[src/rtl/spi_pkg.sv]
// Shared constants and types for the SPI slave transmit path.
package spi_pkg;

    localparam int BYTE_W = 8;
    localparam logic [BYTE_W-1:0] IDLE_BYTE_DEF = 8'h00;

    typedef enum logic [1:0] {
        IDLE,
        HDR,
        DATA
    } spi_state_t;

endpackage

[src/rtl/sync_fifo_byte.sv]
// Single-clock byte FIFO with a separate occupancy counter and
// combinational head-of-queue read data.
module sync_fifo_byte
    import spi_pkg::*;
#(
    parameter int DEPTH = 16
) (
    input  logic                         clk,
    input  logic                         rst_n,
    input  logic                         i_wr_en,
    input  logic [BYTE_W-1:0]            i_wr_data,
    input  logic                         i_rd_en,
    output logic [BYTE_W-1:0]            o_rd_data,
    output logic                         o_full,
    output logic                         o_empty,
    output logic [$clog2(DEPTH+1)-1:0]   o_level
);

    localparam int PTR_W = $clog2(DEPTH);
    localparam int LVL_W = $clog2(DEPTH+1);
    localparam logic [LVL_W-1:0] FULL_LVL = LVL_W'(DEPTH);

    logic [BYTE_W-1:0] r_mem [DEPTH];
    logic [PTR_W-1:0]  r_wptr;
    logic [PTR_W-1:0]  r_rptr;
    logic [LVL_W-1:0]  r_level;
    logic              w_push;
    logic              w_pop;

    assign o_full    = (r_level == FULL_LVL);
    assign o_empty   = (r_level == '0);
    assign o_level   = r_level;
    assign o_rd_data = r_mem[r_rptr];

    // Guard locally so a careless caller can never corrupt the pointers.
    assign w_push = i_wr_en && !o_full;
    assign w_pop  = i_rd_en && !o_empty;

    always_ff @(posedge clk) begin
        if (w_push) begin
            r_mem[r_wptr] <= i_wr_data;
        end
    end

    always_ff @(posedge clk or negedge rst_n) begin
        if (!rst_n) begin
            r_wptr  <= '0;
            r_rptr  <= '0;
            r_level <= '0;
        end else begin
            if (w_push) begin
                r_wptr <= r_wptr + 1'b1;
            end
            if (w_pop) begin
                r_rptr <= r_rptr + 1'b1;
            end
            case ({w_push, w_pop})
                2'b10:   r_level <= r_level + 1'b1;
                2'b01:   r_level <= r_level - 1'b1;
                default: r_level <= r_level;
            endcase
        end
    end

endmodule

[src/rtl/spi_tx_fifo.sv]
// Transmit byte buffer and frame sequencer feeding the SPI slave:
// header byte (buffered count), then FIFO data, filler on underrun.
module spi_tx_fifo
    import spi_pkg::*;
#(
    parameter int                DEPTH     = 16,
    parameter logic [BYTE_W-1:0] IDLE_BYTE = IDLE_BYTE_DEF
) (
    input  logic                         clk,
    input  logic                         rst_n,
    input  logic [BYTE_W-1:0]            in_data,
    input  logic                         in_valid,
    output logic                         in_ready,
    input  logic                         frame_start,
    input  logic                         frame_end,
    input  logic                         tx_req,
    output logic [BYTE_W-1:0]            tx_byte,
    output logic                         tx_byte_valid,
    output logic [$clog2(DEPTH+1)-1:0]   level,
    output logic [7:0]                   underrun_cnt
);

    localparam int LVL_W = $clog2(DEPTH+1);

    spi_state_t        r_state;
    spi_state_t        w_state_nxt;
    logic [BYTE_W-1:0] r_hdr;
    logic [BYTE_W-1:0] r_tx_byte;
    logic              r_tx_vld;
    logic [7:0]        r_urun;

    logic [BYTE_W-1:0] w_byte_nxt;
    logic              w_vld_nxt;
    logic              w_pop;
    logic              w_urun_inc;
    logic              w_hdr_load;
    logic [BYTE_W-1:0] w_hdr_now;
    logic [BYTE_W-1:0] w_head;
    logic              w_full;
    logic              w_empty;
    logic [LVL_W-1:0]  w_level;

    function automatic logic [BYTE_W-1:0] sat_hdr(input logic [LVL_W-1:0] lvl);
        logic [31:0] v;
        v = 32'(lvl);
        return (v > 32'd255) ? 8'hFF : v[7:0];
    endfunction

    sync_fifo_byte #(
        .DEPTH(DEPTH)
    ) u_fifo (
        .clk       (clk),
        .rst_n     (rst_n),
        .i_wr_en   (in_valid && !w_full),
        .i_wr_data (in_data),
        .i_rd_en   (w_pop),
        .o_rd_data (w_head),
        .o_full    (w_full),
        .o_empty   (w_empty),
        .o_level   (w_level)
    );

    assign in_ready      = !w_full;
    assign level         = w_level;
    assign tx_byte       = r_tx_byte;
    assign tx_byte_valid = r_tx_vld;
    assign underrun_cnt  = r_urun;
    assign w_hdr_now     = sat_hdr(w_level);

    // frame_end dominates everything, then frame_start, then the state itself.
    always_comb begin
        w_state_nxt = r_state;
        w_byte_nxt  = IDLE_BYTE;
        w_vld_nxt   = 1'b0;
        w_pop       = 1'b0;
        w_urun_inc  = 1'b0;
        w_hdr_load  = 1'b0;
        if (frame_end) begin
            w_state_nxt = IDLE;
        end else if (frame_start) begin
            w_hdr_load = 1'b1;
            if (tx_req) begin
                w_byte_nxt  = w_hdr_now;
                w_vld_nxt   = 1'b1;
                w_state_nxt = DATA;
            end else begin
                w_state_nxt = HDR;
            end
        end else begin
            case (r_state)
                HDR: begin
                    if (tx_req) begin
                        w_byte_nxt  = r_hdr;
                        w_vld_nxt   = 1'b1;
                        w_state_nxt = DATA;
                    end
                end
                DATA: begin
                    if (tx_req) begin
                        if (!w_empty) begin
                            w_byte_nxt = w_head;
                            w_vld_nxt  = 1'b1;
                            w_pop      = 1'b1;
                        end else begin
                            w_urun_inc = 1'b1;
                        end
                    end
                end
                default: begin
                    w_state_nxt = r_state;
                end
            endcase
        end
    end

    always_ff @(posedge clk or negedge rst_n) begin
        if (!rst_n) begin
            r_state <= IDLE;
        end else begin
            r_state <= w_state_nxt;
        end
    end

    always_ff @(posedge clk or negedge rst_n) begin
        if (!rst_n) begin
            r_hdr     <= '0;
            r_tx_byte <= IDLE_BYTE;
            r_tx_vld  <= 1'b0;
            r_urun    <= '0;
        end else begin
            if (w_hdr_load) begin
                r_hdr <= w_hdr_now;
            end
            if (tx_req) begin
                r_tx_byte <= w_byte_nxt;
                r_tx_vld  <= w_vld_nxt;
            end
            if (w_urun_inc && (r_urun != 8'hFF)) begin
                r_urun <= r_urun + 8'd1;
            end
        end
    end

endmodule

[config.mk]
export PLATFORM = sky130hd
export DESIGN_NAME = spi_tx_fifo
export DESIGN_NICKNAME = d
export VERILOG_FILES = /design/src/rtl/spi_pkg.sv /design/src/rtl/sync_fifo_byte.sv /design/src/rtl/spi_tx_fifo.sv
export SDC_FILE = /design/constraint.sdc
export NUM_CORES = 1
export LEC_CHECK = 0
export ABC_AREA = 0
export BUFFER_PORTS_ARGS = -buffer_cell sky130_fd_sc_hd__buf_2
export CAP_MARGIN = 20
export CORE_AREA = 2 2 143 145
export CTS_BUF_LIST = sky130_fd_sc_hd__clkbuf_8
export CTS_CLUSTER_SIZE = 16
export DETAILED_ROUTE_END_ITERATION = 8
export DIE_AREA = 0 0 145 147
export PLACE_DENSITY_LB_ADDON = 0.12
export SKIP_LAST_GASP = 1
export SLEW_MARGIN = 20
export SYNTH_ARGS = -nofsm -noshare
export SYNTH_HDL_FRONTEND = slang
export SYNTH_SLANG_ARGS = --single-unit
[constraint.sdc]
create_clock -name clk -period 3.7 [get_ports clk]
set_input_delay 0.74 -clock clk [delete_from_list [all_inputs] [get_ports clk]]
set_output_delay 0.74 -clock clk [all_outputs]
set_load 0.005 [all_outputs]
== After elaboration in Yosys (flattened, before gate mapping) ==
Memories as Yosys holds them, arrays and structs flattened.
Cells that the tools add are included.

* Bits in latches: 0
* Memories: 1
* Memory bits (writable): 128
* Memory bits (read-only): 0
* Register bits after elaboration: 37
* Output and inout port bits: 23

{| class="wikitable"
|+ Memories
! memory !! depth !! width !! read ports !! clocked after Yosys merged registers in !! wr ports !! RTL line !! text
|-
| u_fifo.r_mem || 16 || 8 || 1 || 0 || 1 || sync_fifo_byte.sv:23 || <nowiki>logic [BYTE_W-1:0] r_mem [DEPTH];</nowiki>
|}

* Shift operators: 0
* Reductions and logical operators: 11
* Div/mod/pow operators: 0
* Magnitude comparators: 0
* Mux-type cells: 27
* Equality and inequality tests: 6
* Bitwise gates (word level): 0
* Add/sub/neg operators: 5
* $mul: 0

{| class="wikitable"
|+ Operator list
! cell !! number
|-
| $mux W8 || 3
|-
| $mux W1 || 16
|-
| $pmux W8 S2 || 1
|-
| $mux W2 || 5
|-
| $pmux W5 S2 || 1
|-
| $add A4 B1 Y4 const B || 2
|-
| $add A8 B1 Y8 const B || 1
|-
| $ne A8 B8 Y1 const B || 1
|-
| $reduce_bool A3 Y1 || 2
|-
| $add A5 B1 Y5 const B || 1
|-
| $eq A5 B5 Y1 const B || 1
|-
| $logic_not A5 Y1 || 1
|-
| $sub A5 B1 Y5 const B || 1
|-
| $eq A2 B1 Y1 const B || 2
|-
| $eq A2 B2 Y1 const B || 2
|-
| $logic_and A1 B1 Y1 || 4
|-
| $logic_not A1 Y1 || 2
|-
| $pmux W1 S2 || 1
|-
| $reduce_and A2 Y1 || 1
|-
| $reduce_bool A2 Y1 || 1
|}

== Logic depth before layout (Yosys ltp) ==
* Depth in word-level cells: 9
* Depth in mapped cells: 13
* Mapped depth without buffers: 12

== By module ==
A second synthesis with hierarchy kept.

* Cells, all modules: 448
* Area, all modules: 6,954.2 um2

{| class="wikitable"
|+ Modules (own cells, without submodules)
! module !! sequential area each (um2) !! times used !! area an instance (um2) !! cells each
|-
| sync_fifo_byte || 4,169.0 || 1 || 5,779.3 || 332
|-
| spi_tx_fifo || 600.6 || 1 || 1,174.9 || 116
|}

== Worst setup path before layout ==
No wires, ideal clock.

* Path type: register to register
* From: register u_fifo.r_level[1], in the netlist u_fifo.o_level[1]
* To: register u_fifo.r_level[4], in the netlist u_fifo.o_level[4]
* Slack: 0.732 ns
* Data arrival time: 2.835 ns
* Cell stages (with the launch flop): 13
* Buffers on the path: 1
* Clock period less this slack: 2.968 ns
* Required time: 3.567 ns
* Cell sequence: dfrtp_1 > or4_4 > nor2_1 > or2_2 > clkbuf_1 > inv_1 > ha_1 > fa_1 > a21o_1 > a21oi_1 > xor2_1 > nor2_1 > xor2_1

* Longest elaborated chain between the ends: 9
* Elaborated cells between the ends (all ways): 18
* Classes of those cells: add/sub: 2; eq/ne: 3; mux: 6; reduce/logical: 7

{| class="wikitable"
|+ Ends and longest elaborated chain
! element !! RTL line !! text
|-
| start, declared || sync_fifo_byte.sv:26 || <nowiki>logic [LVL_W-1:0] r_level;</nowiki>
|-
| start signal, assigned || sync_fifo_byte.sv:58 || <nowiki>2'b10: r_level <= r_level + 1'b1;</nowiki>
|-
| start signal, assigned || sync_fifo_byte.sv:59 || <nowiki>2'b01: r_level <= r_level - 1'b1;</nowiki>
|-
| start signal, assigned || sync_fifo_byte.sv:60 || <nowiki>default: r_level <= r_level;</nowiki>
|-
| $logic_not A5 Y1 * || sync_fifo_byte.sv:31 || <nowiki>assign o_empty = (r_level == '0);</nowiki>
|-
| $mux W1 || spi_tx_fifo.sv:100 || <nowiki>if (!w_empty) begin</nowiki>
|-
| $mux W1 || spi_tx_fifo.sv:99 || <nowiki>if (tx_req) begin</nowiki>
|-
| $mux W1 || spi_tx_fifo.sv:90 || <nowiki>case (r_state)</nowiki>
|-
| $mux W1 || spi_tx_fifo.sv:80 || <nowiki>end else if (frame_start) begin</nowiki>
|-
| $mux W1 || spi_tx_fifo.sv:78 || <nowiki>if (frame_end) begin</nowiki>
|-
| $logic_and A1 B1 Y1 * || sync_fifo_byte.sv:37 || <nowiki>assign w_pop = i_rd_en && !o_empty;</nowiki>
|-
| named net u_fifo.w_pop || sync_fifo_byte.sv:28 || <nowiki>logic w_pop;</nowiki>
|-
| $eq A2 B1 Y1 / $eq A2 B2 Y1 (equally long branches) || sync_fifo_byte.sv:57 || <nowiki>case ({w_push, w_pop})</nowiki>
|-
| $pmux W5 S2 / $reduce_bool A2 Y1 (equally long branches) || -- ||
|}

Mark *: on every way through the listed nets, which the timed path passes. The rest lies on a longest branch.
A chain may end at the register's enable or synchronous reset.

== Final worst setup path ==
Same ends and word-level chain as after synthesis.

==> out/qor.txt <==
Post-synthesis sequential area ratio -> 70.0%
Fill cells -> 1,846
Slowest stage delay, CP -> 0.61 ns
Register Area -> 4770 sq um
Gr usage total -> 14.5%
Combinational fraction of design power -> 22.3%
Largest family of logic cells by synthesized area -> multiplexers
Min-delay worst type -> input port to asynchronous set/reset pin
Flops & latches, synth -> 165
WL per Instance -> 19.5 um
Synth Cell Area -> 6810 sq um
Internal power -> 3.36 mW
Share of cells above drive strength 1 -> 26.2%
Total die area -> 21,300 sq um
Req. time, crit path -> 4.03 ns
Core area -> 19,800 sq um
Wirelength, routed -> 14.5 mm
CTS hold repair buffers -> 0
IO Port Bufs -> 36
Tot Pwr -> 4.82 mW
Reg-to-Reg End -> u_fifo.o_level[4]$_DFFE_PN0P_
Mean area per synthesized cell -> 16.6 sq um
Via count -> 3,603
Gate Count Post-Synth -> 409
Crit path buf inv count -> 1
Post-Layout Cell Count -> 743
Status -> completed
Initial antenna violation count -> 0
Max-cap viol count -> 0
CP top delay family -> simple AND/OR/NAND/NOR gates
Multi-input gate area -> 1910 sq um
Area grow syn2layout -> 13.8%
Crit path max fanout -> 8
EDFF count, synth -> 128
Post-CTS sizing -> 0
Grt ovf -> 0
Reg clk slew, reported paths -> 0.10 ns
Hold slack -> 0.392 ns
Sink Count -> 165
Clk_lat worst skew -> 0.46 ns
Main synth FF type -> edfxtp_1
Slowest cell on the critical path -> or4_4
Clk root buf -> clkbuf_8
YS warnings -> 0
DP Cell Count -> 711
CP Data Arrival Time -> 3.37 ns
Critical path, cell by cell -> or4_4, nor2_1, or2_2, inv_1, ha_1, fa_1, a21o_1, a21oi_1, xor2_1, nor2_1, xor2_1
Largest net degree at the start of global routing -> 38
Initial detailed-routing violation count -> 218
DP Worst Slack -> 0.598 ns
Clock power frac -> 26.7%
Antenna-violating nets left -> 0
Sequential Power Share -> 51.0%
Antenna cells -> 0
Worst r2r src -> u_fifo.o_level[1]$_DFFE_PN0P_
Final GP Congestion -> 0.735
First-pass GRT wire length -> 22.5 mm
Kind of end point of the critical path -> register
Via-per-instance ratio -> 4.85
NetSw -> 1.46 mW
Fmax achieved -> 329 MHz
Mapped Nets -> 436
Leak -> 2.77 nW
Crit Path Class -> register to register
Reg2reg path depth -> 11
R2R setup slack -> 0.66 ns
Pins over their slew limit -> 0
Synth Area in Compound Gates -> 3.75%
H-tree lvl count -> 4
Setup Buffers After CTS -> 0
DP HPWL -> 9.10 mm
Fin. Hold Viols -> 0
Unrepaired setup endpoints after global routing -> no
Ys async rst share -> 22.4%
Vias in the first global route -> 3,671
Tcrit/Tclk final -> 82.2%
Synth unique cells -> 37
Crit path setup slack, layout -> 0.657 ns
Final nets -> 487
Pwr/cell area -> 622 nW/um^2
Startpoint Class -> register
Clock buffer depth -> 2
Multiplexer share of the synthesized area -> 13.3%
I/O Pins -> 37
CTS tree -> yes
Slew Limit Headroom -> 38.9%
Die Span Y -> 147 um
Post-Synth Adder-Cell Area -> 2.50%
Setup TNS -> 0 ns
Sw Ratio -> 30.3%
CTS Buf Count -> 17
Worst Skew -> 0.0171 ns
Pre-antenna DRT Iters -> 4
Xor and xnor fraction of the mapped netlist area -> 2.32%
DRC violations left -> 0
# setup viols final -> 0
Initial Util -> 34.3%
Chip Width -> 145 um
Peak VDD IR -> 0.286 mV
# rows -> 52
Minimum clock period -> 3.04 ns
Slew @ Worst Pin -> 0.913 ns
Simple-gate portion of the synthesized area -> 6.16%
-- cells in the mapped netlist, types with 4 or more instances --
master / n / area (sq um)
mux4_2: 32 / 721
nand2_1: 36 / 135
xnor2_1: 14 / 123
edfxtp_1: 128 / 3840
nor2_1: 28 / 105
o22ai_1: 6 / 37.5
dfrtp_1: 37 / 926
mux2i_1: 13 / 130
xor2_1: 4 / 35.0
nor3_1: 4 / 20.0
a211oi_1: 6 / 45.0
a21oi_1: 8 / 40.0
mux2_2: 5 / 56.3
nand4_1: 5 / 31.3
inv_1: 13 / 48.8
ha_1: 12 / 150
nand3_1: 5 / 25.0
buf_2: 8 / 40.0
clkbuf_1: 9 / 33.8
o21ai_0: 11 / 55.1
-- registers in the layout (all words and copies together) (netlist names) --
register        cells
r_state             2
u_fifo.r_mem      128
u_fifo.r_rptr       4
r_hdr               5
tx_byte_valid       1
u_fifo.r_wptr       4
tx_byte             8
underrun_cnt        8
u_fifo.o_level      5
-- through the flow --
step                      cell area, sq um  util (%)
after floorplan                       6810         -
after global placement                7360      37.1
after detailed placement              7360      37.1
after CTS                             7750      39.0
after global routing                  7750      39.0
final                                 7750      39.0
-- layer usage --
metal	wire (um)	track usage [%]
met5	0	0
met4	217	4.75
met3	497	3.85
met2	7110	23.8
met1	6690	18.9
-- power by group through the flow --
stage | sequential, mW | combinational [mW] | clock, mW
4_1_cts | 2.46 | 1.10 | 1.33
5_1_grt | 2.50 | 1.19 | 1.41
6_report | 2.45 | 1.07 | 1.29
2_1_floorplan | 2.37 | 0.837 | 0
3_3_place_gp | 2.49 | 1.09 | 0
3_5_place_dp | 2.50 | 1.10 | 0
-- cell families after synthesis --
kind of cell	after synthesis
and+or+nand+nor	92
muxes	50
adders and majority gates	13
DFF	165
buffers and inverters	32
AOI/OAI and AO/OA	39
xor gates and xnor gates	18
-- cells in the final DEF (no fill, tap or decap), types with 4 or more instances in the layout --
cell / n
mux4_2: 32
buf_4: 15
xnor2_1: 14
nand3_1: 5
nor2_1: 28
dfrtp_1: 35
a21oi_1: 8
mux2i_1: 13
nand2_1: 36
xor2_1: 4
o21ai_0: 11
buf_2: 36
clkbuf_8: 17
ha_1: 12
nor3_1: 4
mux2_2: 5
clkinvlp_4: 4
o22ai_1: 6
nand4_1: 5
inv_1: 14
a211oi_1: 6
edfxtp_1: 128
-- worst max-delay path by stage --
stage | cells after the start | to | startpoint | slack (ns)
2_1_floorplan | 12 | u_fifo.o_level[4]$_DFFE_PN0P_ | u_fifo.o_level[1]$_DFFE_PN0P_ | 0.73
3_3_place_gp | 11 | u_fifo.o_level[4]$_DFFE_PN0P_ | frame_end | 0.63
3_5_place_dp | 11 | u_fifo.o_level[4]$_DFFE_PN0P_ | frame_end | 0.60
4_1_cts | 11 | u_fifo.o_level[4]$_DFFE_PN0P_ | u_fifo.o_level[1]$_DFFE_PN0P_ | 0.65
5_1_grt | 11 | u_fifo.o_level[4]$_DFFE_PN0P_ | u_fifo.o_level[1]$_DFFE_PN0P_ | 0.49
6_report | 11 | u_fifo.o_level[4]$_DFFE_PN0P_ | u_fifo.o_level[1]$_DFFE_PN0P_ | 0.66
-- final cells by class --
class	count	area share, %
flip-flops and latches	165	61.6
multi-input cells	212	24.6
well taps	270	4.36
repair buffers	51	3.78
clock buffers	17	3.02
clock inverters	15	1.97
inverters	13	0.630
Power figures use the tool's default switching activity.
